$ cat config.mk
export PLATFORM = sky130hd
export DESIGN_NAME = bcd_mmss_counter
export DESIGN_NICKNAME = d
export VERILOG_FILES = /design/src/rtl/clock_pkg.sv /design/src/rtl/bcd_digit_pair.sv /design/src/rtl/bcd_mmss_counter.sv
export SDC_FILE = /design/constraint.sdc
export NUM_CORES = 1
export LEC_CHECK = 0
export CAP_MARGIN = 5
export CORE_ASPECT_RATIO = 1.5
export CORE_MARGIN = 2
export CORE_UTILIZATION = 35
export DETAILED_ROUTE_END_ITERATION = 10
export PLACE_DENSITY = 0.61
export SYNTH_ARGS = -nofsm -noshare
export SYNTH_HDL_FRONTEND = slang
export SYNTH_SLANG_ARGS = --single-unit
export TNS_END_PERCENT = 100
$ cat constraint.sdc
create_clock -name clk_i -period 2.9 [get_ports clk_i]
set_clock_uncertainty 0.1 [all_clocks]
set_input_delay 0.58 -clock clk_i [delete_from_list [all_inputs] [get_ports clk_i]]
set_output_delay 0.58 -clock clk_i [all_outputs]
set_load 0.02 [all_outputs]
$ cat src/rtl/clock_pkg.sv
// Shared digit type, BCD limits and preset validation for the mm:ss counter.
package clock_pkg;

  typedef logic [3:0] bcd_t;

  localparam bcd_t BCD_MAX      = 4'd9;
  localparam bcd_t SEC_TENS_MAX = 4'd5;

  // True when both digits are decimal and the pair does not exceed max.
  function automatic logic bcd_pair_valid(input bcd_t tens, input bcd_t units,
                                          input int unsigned max);
    int unsigned value;
    value = 32'(tens) * 32'd10 + 32'(units);
    return (tens <= BCD_MAX) && (units <= BCD_MAX) && (value <= max);
  endfunction

endpackage

$ cat src/rtl/bcd_digit_pair.sv
// Two-digit BCD up/down counter with range 00..MAX_VAL.
// term_o flags the value a step leaves from when it wraps: MAX_VAL when
// counting up, 00 when counting down. It is used by the parent both as the
// carry/borrow into the next pair and as the terminal-count indicator.
module bcd_digit_pair
  import clock_pkg::*;
#(
  parameter int unsigned MAX_VAL = 59
) (
  input  logic       clk_i,
  input  logic       rst_i,
  input  logic       step_i,
  input  logic       up_i,
  input  logic       load_i,
  input  logic [3:0] load_tens_i,
  input  logic [3:0] load_units_i,
  output logic [3:0] tens_o,
  output logic [3:0] units_o,
  output logic       term_o
);

  localparam bcd_t MAX_TENS  = bcd_t'(MAX_VAL / 10);
  localparam bcd_t MAX_UNITS = bcd_t'(MAX_VAL % 10);

  bcd_t tens_q, tens_d;
  bcd_t units_q, units_d;
  logic term;

  // Next-value logic: load wins over step; a step from the terminal value wraps.
  always_comb begin
    term    = up_i ? ((tens_q == MAX_TENS) && (units_q == MAX_UNITS))
                   : ((tens_q == 4'd0) && (units_q == 4'd0));
    tens_d  = tens_q;
    units_d = units_q;
    if (load_i) begin
      tens_d  = load_tens_i;
      units_d = load_units_i;
    end else if (step_i) begin
      if (up_i) begin
        if (term) begin
          tens_d  = 4'd0;
          units_d = 4'd0;
        end else if (units_q == BCD_MAX) begin
          tens_d  = tens_q + 4'd1;
          units_d = 4'd0;
        end else begin
          units_d = units_q + 4'd1;
        end
      end else begin
        if (term) begin
          tens_d  = MAX_TENS;
          units_d = MAX_UNITS;
        end else if (units_q == 4'd0) begin
          tens_d  = tens_q - 4'd1;
          units_d = BCD_MAX;
        end else begin
          units_d = units_q - 4'd1;
        end
      end
    end
  end

  // Digit registers.
  always_ff @(posedge clk_i or negedge rst_i) begin
    if (!rst_i) begin
      tens_q  <= 4'd0;
      units_q <= 4'd0;
    end else begin
      tens_q  <= tens_d;
      units_q <= units_d;
    end
  end

  assign tens_o  = tens_q;
  assign units_o = units_q;
  assign term_o  = term;

endmodule

$ cat src/rtl/bcd_mmss_counter.sv
// Minutes:seconds BCD counter with internal prescaler, up/down counting,
// validated preset load, wrap or saturate at terminal count, and a square-wave
// LED running at the count rate.
module bcd_mmss_counter
  import clock_pkg::*;
#(
  parameter int unsigned CLK_FREQ_HZ = 50000000,
  parameter int unsigned TICK_HZ     = 1,
  parameter int unsigned MIN_MAX     = 59,
  parameter bit          WRAP_EN     = 1'b1
) (
  input  logic        clk_i,
  input  logic        rst_i,
  input  logic        en_i,
  input  logic        up_i,
  input  logic        load_i,
  input  logic [15:0] load_value_i,
  output logic        tick_o,
  output logic        led_one_second_o,
  output logic [3:0]  sec_unit_o,
  output logic [3:0]  sec_dec_o,
  output logic [3:0]  min_unit_o,
  output logic [3:0]  min_dec_o,
  output logic        tc_o,
  output logic        load_err_o
);

  localparam int unsigned DIV = CLK_FREQ_HZ / TICK_HZ;
  localparam int unsigned PW  = (DIV > 2) ? $clog2(DIV) : 1;
  localparam logic [PW-1:0] PRESC_LAST = PW'(DIV - 1);
  localparam logic [PW-1:0] PRESC_HALF = PW'(DIV / 2 - 1);

  logic [PW-1:0] presc_q, presc_d;
  logic          tick_q, tick_d;
  logic          tc_q, tc_d;
  logic          err_q, err_d;
  logic          led_q, led_d;

  bcd_t ld_min_dec, ld_min_unit, ld_sec_dec, ld_sec_unit;
  logic load_valid, load_ok, load_bad;
  logic tick_evt, half_evt, at_term, step, min_step;
  logic sec_term, min_term;

  assign ld_min_dec  = load_value_i[15:12];
  assign ld_min_unit = load_value_i[11:8];
  assign ld_sec_dec  = load_value_i[7:4];
  assign ld_sec_unit = load_value_i[3:0];

  // Control decode: load beats a coincident tick; saturate mode drops the
  // digit step at terminal but still reports the tick and terminal count.
  always_comb begin
    load_valid = bcd_pair_valid(ld_min_dec, ld_min_unit, MIN_MAX)
              && bcd_pair_valid(ld_sec_dec, ld_sec_unit, 59)
              && (ld_sec_dec <= SEC_TENS_MAX);
    load_ok    = load_i && load_valid;
    load_bad   = load_i && !load_valid;
    tick_evt   = en_i && (presc_q == PRESC_LAST);
    half_evt   = en_i && (presc_q == PRESC_HALF);
    at_term    = sec_term && min_term;
    tick_d     = tick_evt && !load_i;
    tc_d       = tick_d && at_term;
    err_d      = load_bad;
    step       = tick_d && !(at_term && !WRAP_EN);
    min_step   = step && sec_term;
    led_d      = led_q ^ ((tick_evt || half_evt) && !load_i);

    presc_d = presc_q;
    if (load_ok) begin
      presc_d = '0;
    end else if (load_bad) begin
      presc_d = presc_q;
    end else if (tick_evt) begin
      presc_d = '0;
    end else if (en_i) begin
      presc_d = presc_q + PW'(1);
    end
  end

  // Prescaler, LED and status-pulse registers.
  always_ff @(posedge clk_i or negedge rst_i) begin
    if (!rst_i) begin
      presc_q <= '0;
      tick_q  <= 1'b0;
      tc_q    <= 1'b0;
      err_q   <= 1'b0;
      led_q   <= 1'b0;
    end else begin
      presc_q <= presc_d;
      tick_q  <= tick_d;
      tc_q    <= tc_d;
      err_q   <= err_d;
      led_q   <= led_d;
    end
  end

  bcd_digit_pair #(.MAX_VAL(59)) u_sec (
    .clk_i        (clk_i),
    .rst_i        (rst_i),
    .step_i       (step),
    .up_i         (up_i),
    .load_i       (load_ok),
    .load_tens_i  (ld_sec_dec),
    .load_units_i (ld_sec_unit),
    .tens_o       (sec_dec_o),
    .units_o      (sec_unit_o),
    .term_o       (sec_term)
  );

  bcd_digit_pair #(.MAX_VAL(MIN_MAX)) u_min (
    .clk_i        (clk_i),
    .rst_i        (rst_i),
    .step_i       (min_step),
    .up_i         (up_i),
    .load_i       (load_ok),
    .load_tens_i  (ld_min_dec),
    .load_units_i (ld_min_unit),
    .tens_o       (min_dec_o),
    .units_o      (min_unit_o),
    .term_o       (min_term)
  );

  assign tick_o           = tick_q;
  assign tc_o             = tc_q;
  assign load_err_o       = err_q;
  assign led_one_second_o = led_q;

endmodule

Word-level counts from Yosys, hierarchy flattened
Index checks and enable logic that the tools add are counted.
{ "totals": {"mem_bits_ro": 0, "regBits": 46, "latch_bits": 0, "ram_bits": 0, "memories": 0} }
{ "classes": {"div": 0, "reduce_logical": 34, "muxes": 34, "n_bitwise": 1, "shift": 0, "n_mul": 2, "addsub": 11, "order_cmp": 7, "eq_ne": 9} }
{ "ops": {"columns": ["op", "count"], "rows": [
  ["2-to-1 mux 4 bit", 28],
  ["2-to-1 mux 26 bit", 4],
  ["adder 26 x 1 -> 26 bit (second input constant)", 1],
  ["equality test 26 x 25 -> 1 bit (second input constant)", 1],
  ["equality test 26 bit (second input constant)", 1],
  ["logical AND 1 bit", 19],
  ["adder 8 x 4 -> 9 bit", 2],
  ["<= comparator 9 x 6 -> 1 bit (second input constant)", 2],
  ["adder 4 x 1 -> 4 bit (second input constant)", 4],
  ["<= comparator 4 bit (second input constant)", 4],
  ["logical NOT 4 bit", 4],
  ["subtractor 4 x 1 -> 4 bit (second input constant)", 4],
  ["multiplier 4 x 3 -> 7 bit (second input constant)", 2],
  ["equality test 4 x 3 -> 1 bit (second input constant)", 2],
  ["equality test 4 bit (second input constant)", 2],
  ["!= test 4 x 1 -> 1 bit (second input constant)", 2],
  ["nonzero test 4 bit", 2],
  ["AND reduction 3 bit", 2],
  ["<= comparator 4 x 3 -> 1 bit (second input constant)", 1],
  ["nonzero test 2 bit", 2],
  ["nonzero test 3 bit", 1],
  ["logical NOT 1 bit", 2],
  ["2-to-1 mux 1 bit", 2],
  ["!= test 2 x 1 -> 1 bit (second input constant)", 1],
  ["3 further kinds", 3]
]} }

Logic depth before layout (Yosys ltp)
{ "logic_depth": {"ltp_word": 10, "ltp_mapped": 10, "ltp_nobuf": 9} }

Cells and area by module
Synthesis repeated with hierarchy kept, for this count alone.
{ "unflattened": {"cells_unflattened": 465, "hier_area_um2": 4061.4} }
{ "by_module_without_submodules": {"columns": ["mod", "n_inst", "area_each_um2", "cells_each"], "rows": [
  ["bcd_mmss_counter", 1, 2374.8, 259],
  ["bcd_digit_pair", 2, 843.3, 103]
]} }

Worst setup path after synthesis
No wires, ideal clock.
{ "synth_path": {"path_kind": "input to register", "startpoint": "input load_value_i[13]", "endpoint": "register u_min.tens_q[2] (netlist: u_min.tens_o[2])", "required_ns": 2.675, "setup_ns": 0.125, "path_buffers": 1, "arrival_ns": 3.014, "cell_stages": 10, "path_slack_ns": -0.338, "path_cell_list": "ha_1 > ha_1 > fa_1 > xor2_1 > nor2_1 > a211o_1 > or3_1 > clkbuf_1 > nand2_2 > mux2_2"} }
{ "synth_via": {"elab_chain_cells": 9, "word_cells_on_any_way": 14, "classes_between": "1 x add/sub; 1 x mul; 2 x order compare; 1 x eq/ne; 1 x mux; 8 x reduce/logical"} }
{ "synth_rtl": {"columns": ["element", "line_no", "text"], "rows": [
  ["start: declaration", "bcd_mmss_counter.sv:17", "input logic [15:0] load_value_i,"],
  ["multiplier 4 x 3 -> 7 bit", "clock_pkg.sv:13", "value = 32'(tens) * 32'd10 + 32'(units);"],
  ["adder 8 x 4 -> 9 bit", "clock_pkg.sv:13", null],
  ["<= comparator 9 x 6 -> 1 bit", "clock_pkg.sv:14", "return (tens <= BCD_MAX) && (units <= BCD_MAX) && (value <= max);"],
  ["logical AND 1 bit *", "clock_pkg.sv:14", null],
  ["logical AND 1 bit *", "bcd_mmss_counter.sv:53", "&& bcd_pair_valid(ld_sec_dec, ld_sec_unit, 59)"],
  ["logical AND 1 bit *", "bcd_mmss_counter.sv:54", "&& (ld_sec_dec <= SEC_TENS_MAX);"],
  ["logical AND 1 bit *", "bcd_mmss_counter.sv:55", "load_ok = load_i && load_valid;"],
  ["!= test 4 x 1 -> 1 bit (no source line), or another cell as far along", null, null],
  ["AND reduction 3 bit (no source line)", null, null],
  ["end signal: assignment", "bcd_digit_pair.sv:69", "tens_q <= tens_d;"],
  ["end: declaration", "bcd_digit_pair.sv:25", "bcd_t tens_q, tens_d;"]
]} }
Mark *: on every way between the ends. The rest lies on a longest branch, timed or not.
A chain may end at the register's enable or synchronous reset.

Worst setup path in the final report
{ "layout_path": {"startpoint": "input load_value_i[7]", "endpoint": "register presc_q[25]"} }
{ "layout_via": {"elab_chain_cells": 10, "word_cells_on_any_way": 16, "classes_between": "1 x add/sub; 1 x mul; 3 x order compare; 1 x eq/ne; 1 x mux; 9 x reduce/logical"} }
{ "layout_rtl": {"columns": ["element", "line_no", "text"], "rows": [
  ["multiplier 4 x 3 -> 7 bit", "clock_pkg.sv:13", null],
  ["adder 8 x 4 -> 9 bit", "clock_pkg.sv:13", null],
  ["<= comparator 9 x 6 -> 1 bit", "clock_pkg.sv:14", null],
  ["logical AND 1 bit", "clock_pkg.sv:14", null],
  ["logical AND 1 bit", "bcd_mmss_counter.sv:53", null],
  ["logical AND 1 bit *", "bcd_mmss_counter.sv:54", null],
  ["logical NOT 1 bit", "bcd_mmss_counter.sv:56", "load_bad = load_i && !load_valid;"],
  ["logical AND 1 bit", "bcd_mmss_counter.sv:56", null],
  ["!= test 2 x 1 -> 1 bit (no source line)", null, null],
  ["AND reduction 2 bit (no source line)", null, null],
  ["end signal: assignment", "bcd_mmss_counter.sv:88", "presc_q <= presc_d;"],
  ["end: declaration", "bcd_mmss_counter.sv:33", "logic [PW-1:0] presc_q, presc_d;"]
]} }
Marked as above.

==> metrics <==
Final nets=558; Max Slew Vio Count=0; Synth area leaders=dfrtp_1 31%, ha_1 7.5%, a31oi_1 3.4%; CP endpoint kind=register; CTS Buffer Depth=2; Synth Net Count=469; final setup fails=0; Util after Layout=49.6%; largest net degree at the start of global routing=26; Synth Register Bits=46; post-synthesis simple-gate area fraction=27.9%; Critical Path Max Stage Delay=0.55 ns; starting density of the core=36.1%; CP Depth=13; highest clock rate=346 MHz; Seq. cell area=0.00115 mm2; Worst-Margin Slew=1.12 ns; Slowest-stage cell, CP=fa_2; antenna violations before repair=0; Cells after Synth=422; Crit Path Class=in -> reg; critical path's top delay family=adder cells; DR WL/cell=17.9 um; Startpoint Class=input port; vias per inst=5.89; total grt overflow=0; share of cells above drive strength 1=25.6%; minimum clock period=2.89 ns; share of flip-flops with an asynchronous set or reset=100%; Port Buffer Count=40; Crit path top cell by count=ha_4; final cycle utilization of the critical path=99.8%; cell taking the most area after synthesis=dfrtp_1; CTS tree=done; # rows=45; Critical Path Sink=presc_q[25]; pre-CTS WS=-0.900 ns; first-pass GRT wire length=18.1 mm; complex-gate fraction of the synthesized area=19.5%; # DRC=0; setup TNS=0 ns; Reg2Reg Capture Point=presc_q[18]; R2R cell count=7; GRT Total Usage=20.5%; Fill cells=982; diode count=0; Die Width=87.5 um; most common cell after layout, fill and taps aside=buf_4; Root Driver=clkbuf_16; CP required=2.97 ns; number of global-route vias before repair=3818; status=finished, final reports clean; CTS H-tree lvls=2; I/O pin cnt=41; CP startpoint=load_value_i[7]; final WL=11.3 mm; Synth Flop Type=dfrtp_1; clock slew seen by the registers of the worst setup and hold paths=0.06 ns; die area=0.0113 mm2; register area share after synthesis=31.4%; worst-path fanout max=6; P_leak=2.14 nW; largest family of logic cells by synthesized area=simple AND/OR/NAND/NOR gates; Netlist cell types=62; TritonCTS Sinks=46; Antenna Nets Post-Route=0; initial drt markers=215; flop-to-flop setup slack=0.25 ns; TritonRoute pass-1 iters=6; worst vdd ir=381 uV; CORE AREA=0.0101 mm2; unrepaired setup endpoints after global routing=yes; CP cell instances=buf_8, ha_4, ha_4, fa_2, and4b_1, a21oi_2, a211oi_2, buf_4, nand4_1, buf_6, o21ai_4, clkbuf_16, a31oi_1; Yosys warnings=0; final setup margin=0.00609 ns; Critical Path AT=2.96 ns; Die H=129 um; Vias=3704; Max-cap violations=0; Area Growth Syn to Fin=37.3%; Clk Latency, worst-skew pair=0.29 ns; most frequent cells in the layout=51 x buf_4, 46 x dfrtp_1, 31 x nand2_1; Pwr Total=3.01 mW; post-synthesis mux area share=2.08%; Yosys top cell area share=31.4%; Hold Path Class=in -> async; pwr dens=599 mW/mm2; multi-input gate area in the final layout=0.00260 mm2; Final Hold Vio Count=0; EDFF count, synth=0; GPL Wtd Cong=0.855; Synth Area in XOR/XNOR=5.74%; worst r2r src=presc_q[0]; detailed placer's ending HPWL=8.53 mm; TritonCTS Buffers=5; Post-Syn Area=0.00366 mm2; Synth Area in Adders=9.71%; max_slew headroom=25.1%; Worst Path Buf+Inv=4; syn_area_per_cell=8.68 um2
==> worst reg2reg max path: cells and delay by family, from the launching register on <==
kind | cells | cell delay, ns
compound gates | 2 | 0.51
fa+ha+maj | 1 | 0.24
flops | 1 | 0.41
simple gates | 4 | 1.32
==> cell type report <==
| cell class | count | area share, % |
|---|---|---|
| multi-input combinational | 343 | 51.7 |
| sequential | 46 | 22.9 |
| timing repair buffer | 102 | 18.2 |
| clock buffer | 8 | 3.31 |
| tap | 117 | 2.91 |
| inverter | 13 | 0.971 |
==> flip-flops by register name, indices dropped and copies added, names as in the netlist <==
name and count:
tick_o 1, tc_o 1, u_min.tens_o 4, load_err_o 1, presc_q 26, u_min.units_o 4
led_one_second_o 1, u_sec.tens_o 4, u_sec.units_o 4
==> per-stage QoR <==
step                hold WS [ns]  cell area [um2]  cells
CTS                        0.173             4960    627
global route               0.203             5030    629
detailed placement         0.367             4680    615
floorplan                  0.184             3790    422
finish                     0.150             5030    629
global placement           0.363             4680    615
==> cell families after synthesis <==
group | count (synthesis)
flops | 46
fa+ha+maj | 26
mux | 7
simple gates | 178
xor+xnor | 24
buf+inv | 33
compound gates | 108
==> worst min path at each step <==
stage | slack [ns] | cells past startpoint | startpoint | end
after detailed placement | 0.37 | 1 | led_one_second_o | led_one_second_o
after floorplan | 0.18 | 0 | rst_i | led_one_second_o
after CTS | 0.17 | 1 | rst_i | load_err_o
after global placement | 0.36 | 1 | led_one_second_o | led_one_second_o
final | 0.15 | 1 | rst_i | presc_q[14]
after global routing | 0.20 | 1 | rst_i | load_err_o
==> synthesized netlist by cell type, drive strengths merged, types with 3 or more instances <==
library cell,number
o21a,4
clkbuf,12
nand2b,5
nand3,23
nor3,24
a21oi,20
xor2,11
a31oi,20
or4,3
nor2,28
o211ai,7
or2,4
a211o,4
nand2,33
inv,12
nand4,8
buf,8
nor3b,3
xnor2,13
and2,5
mux2,5
dfrtp,46
ha,22
fa,4
or3,5
o21ai,23
and3,7
a41oi,4
a21o,4
a211oi,6
nor4,7
and4,8
nor2b,4
==> where the power goes <==
group | switching (mW) | internal (mW) | total (mW)
clock | 0.248 | 0.391 | 0.638
sequential | 0.254 | 0.767 | 1.02
combinational | 0.685 | 0.666 | 1.35
==> per-layer routing <==
metal	track usage, %	share of wire, %	wire [um]	up-vias
li1	-	-	-	1755
met1	21.0	37	4120	1783
met2	38.0	54	6110	125
met5	0	0	0	-
met4	12.7	5.3	592	0
met3	3.06	3.9	441	41
==> repair_timing <==
item,CTS,global route
gates cloned,1,0
pin swaps,26,16
setup buffers,3,2
resized for setup,53,19
endpoints found under the setup margin,43,42
hold buffers,0,0
No activity file was read; power rests on OpenSTA's default activity.
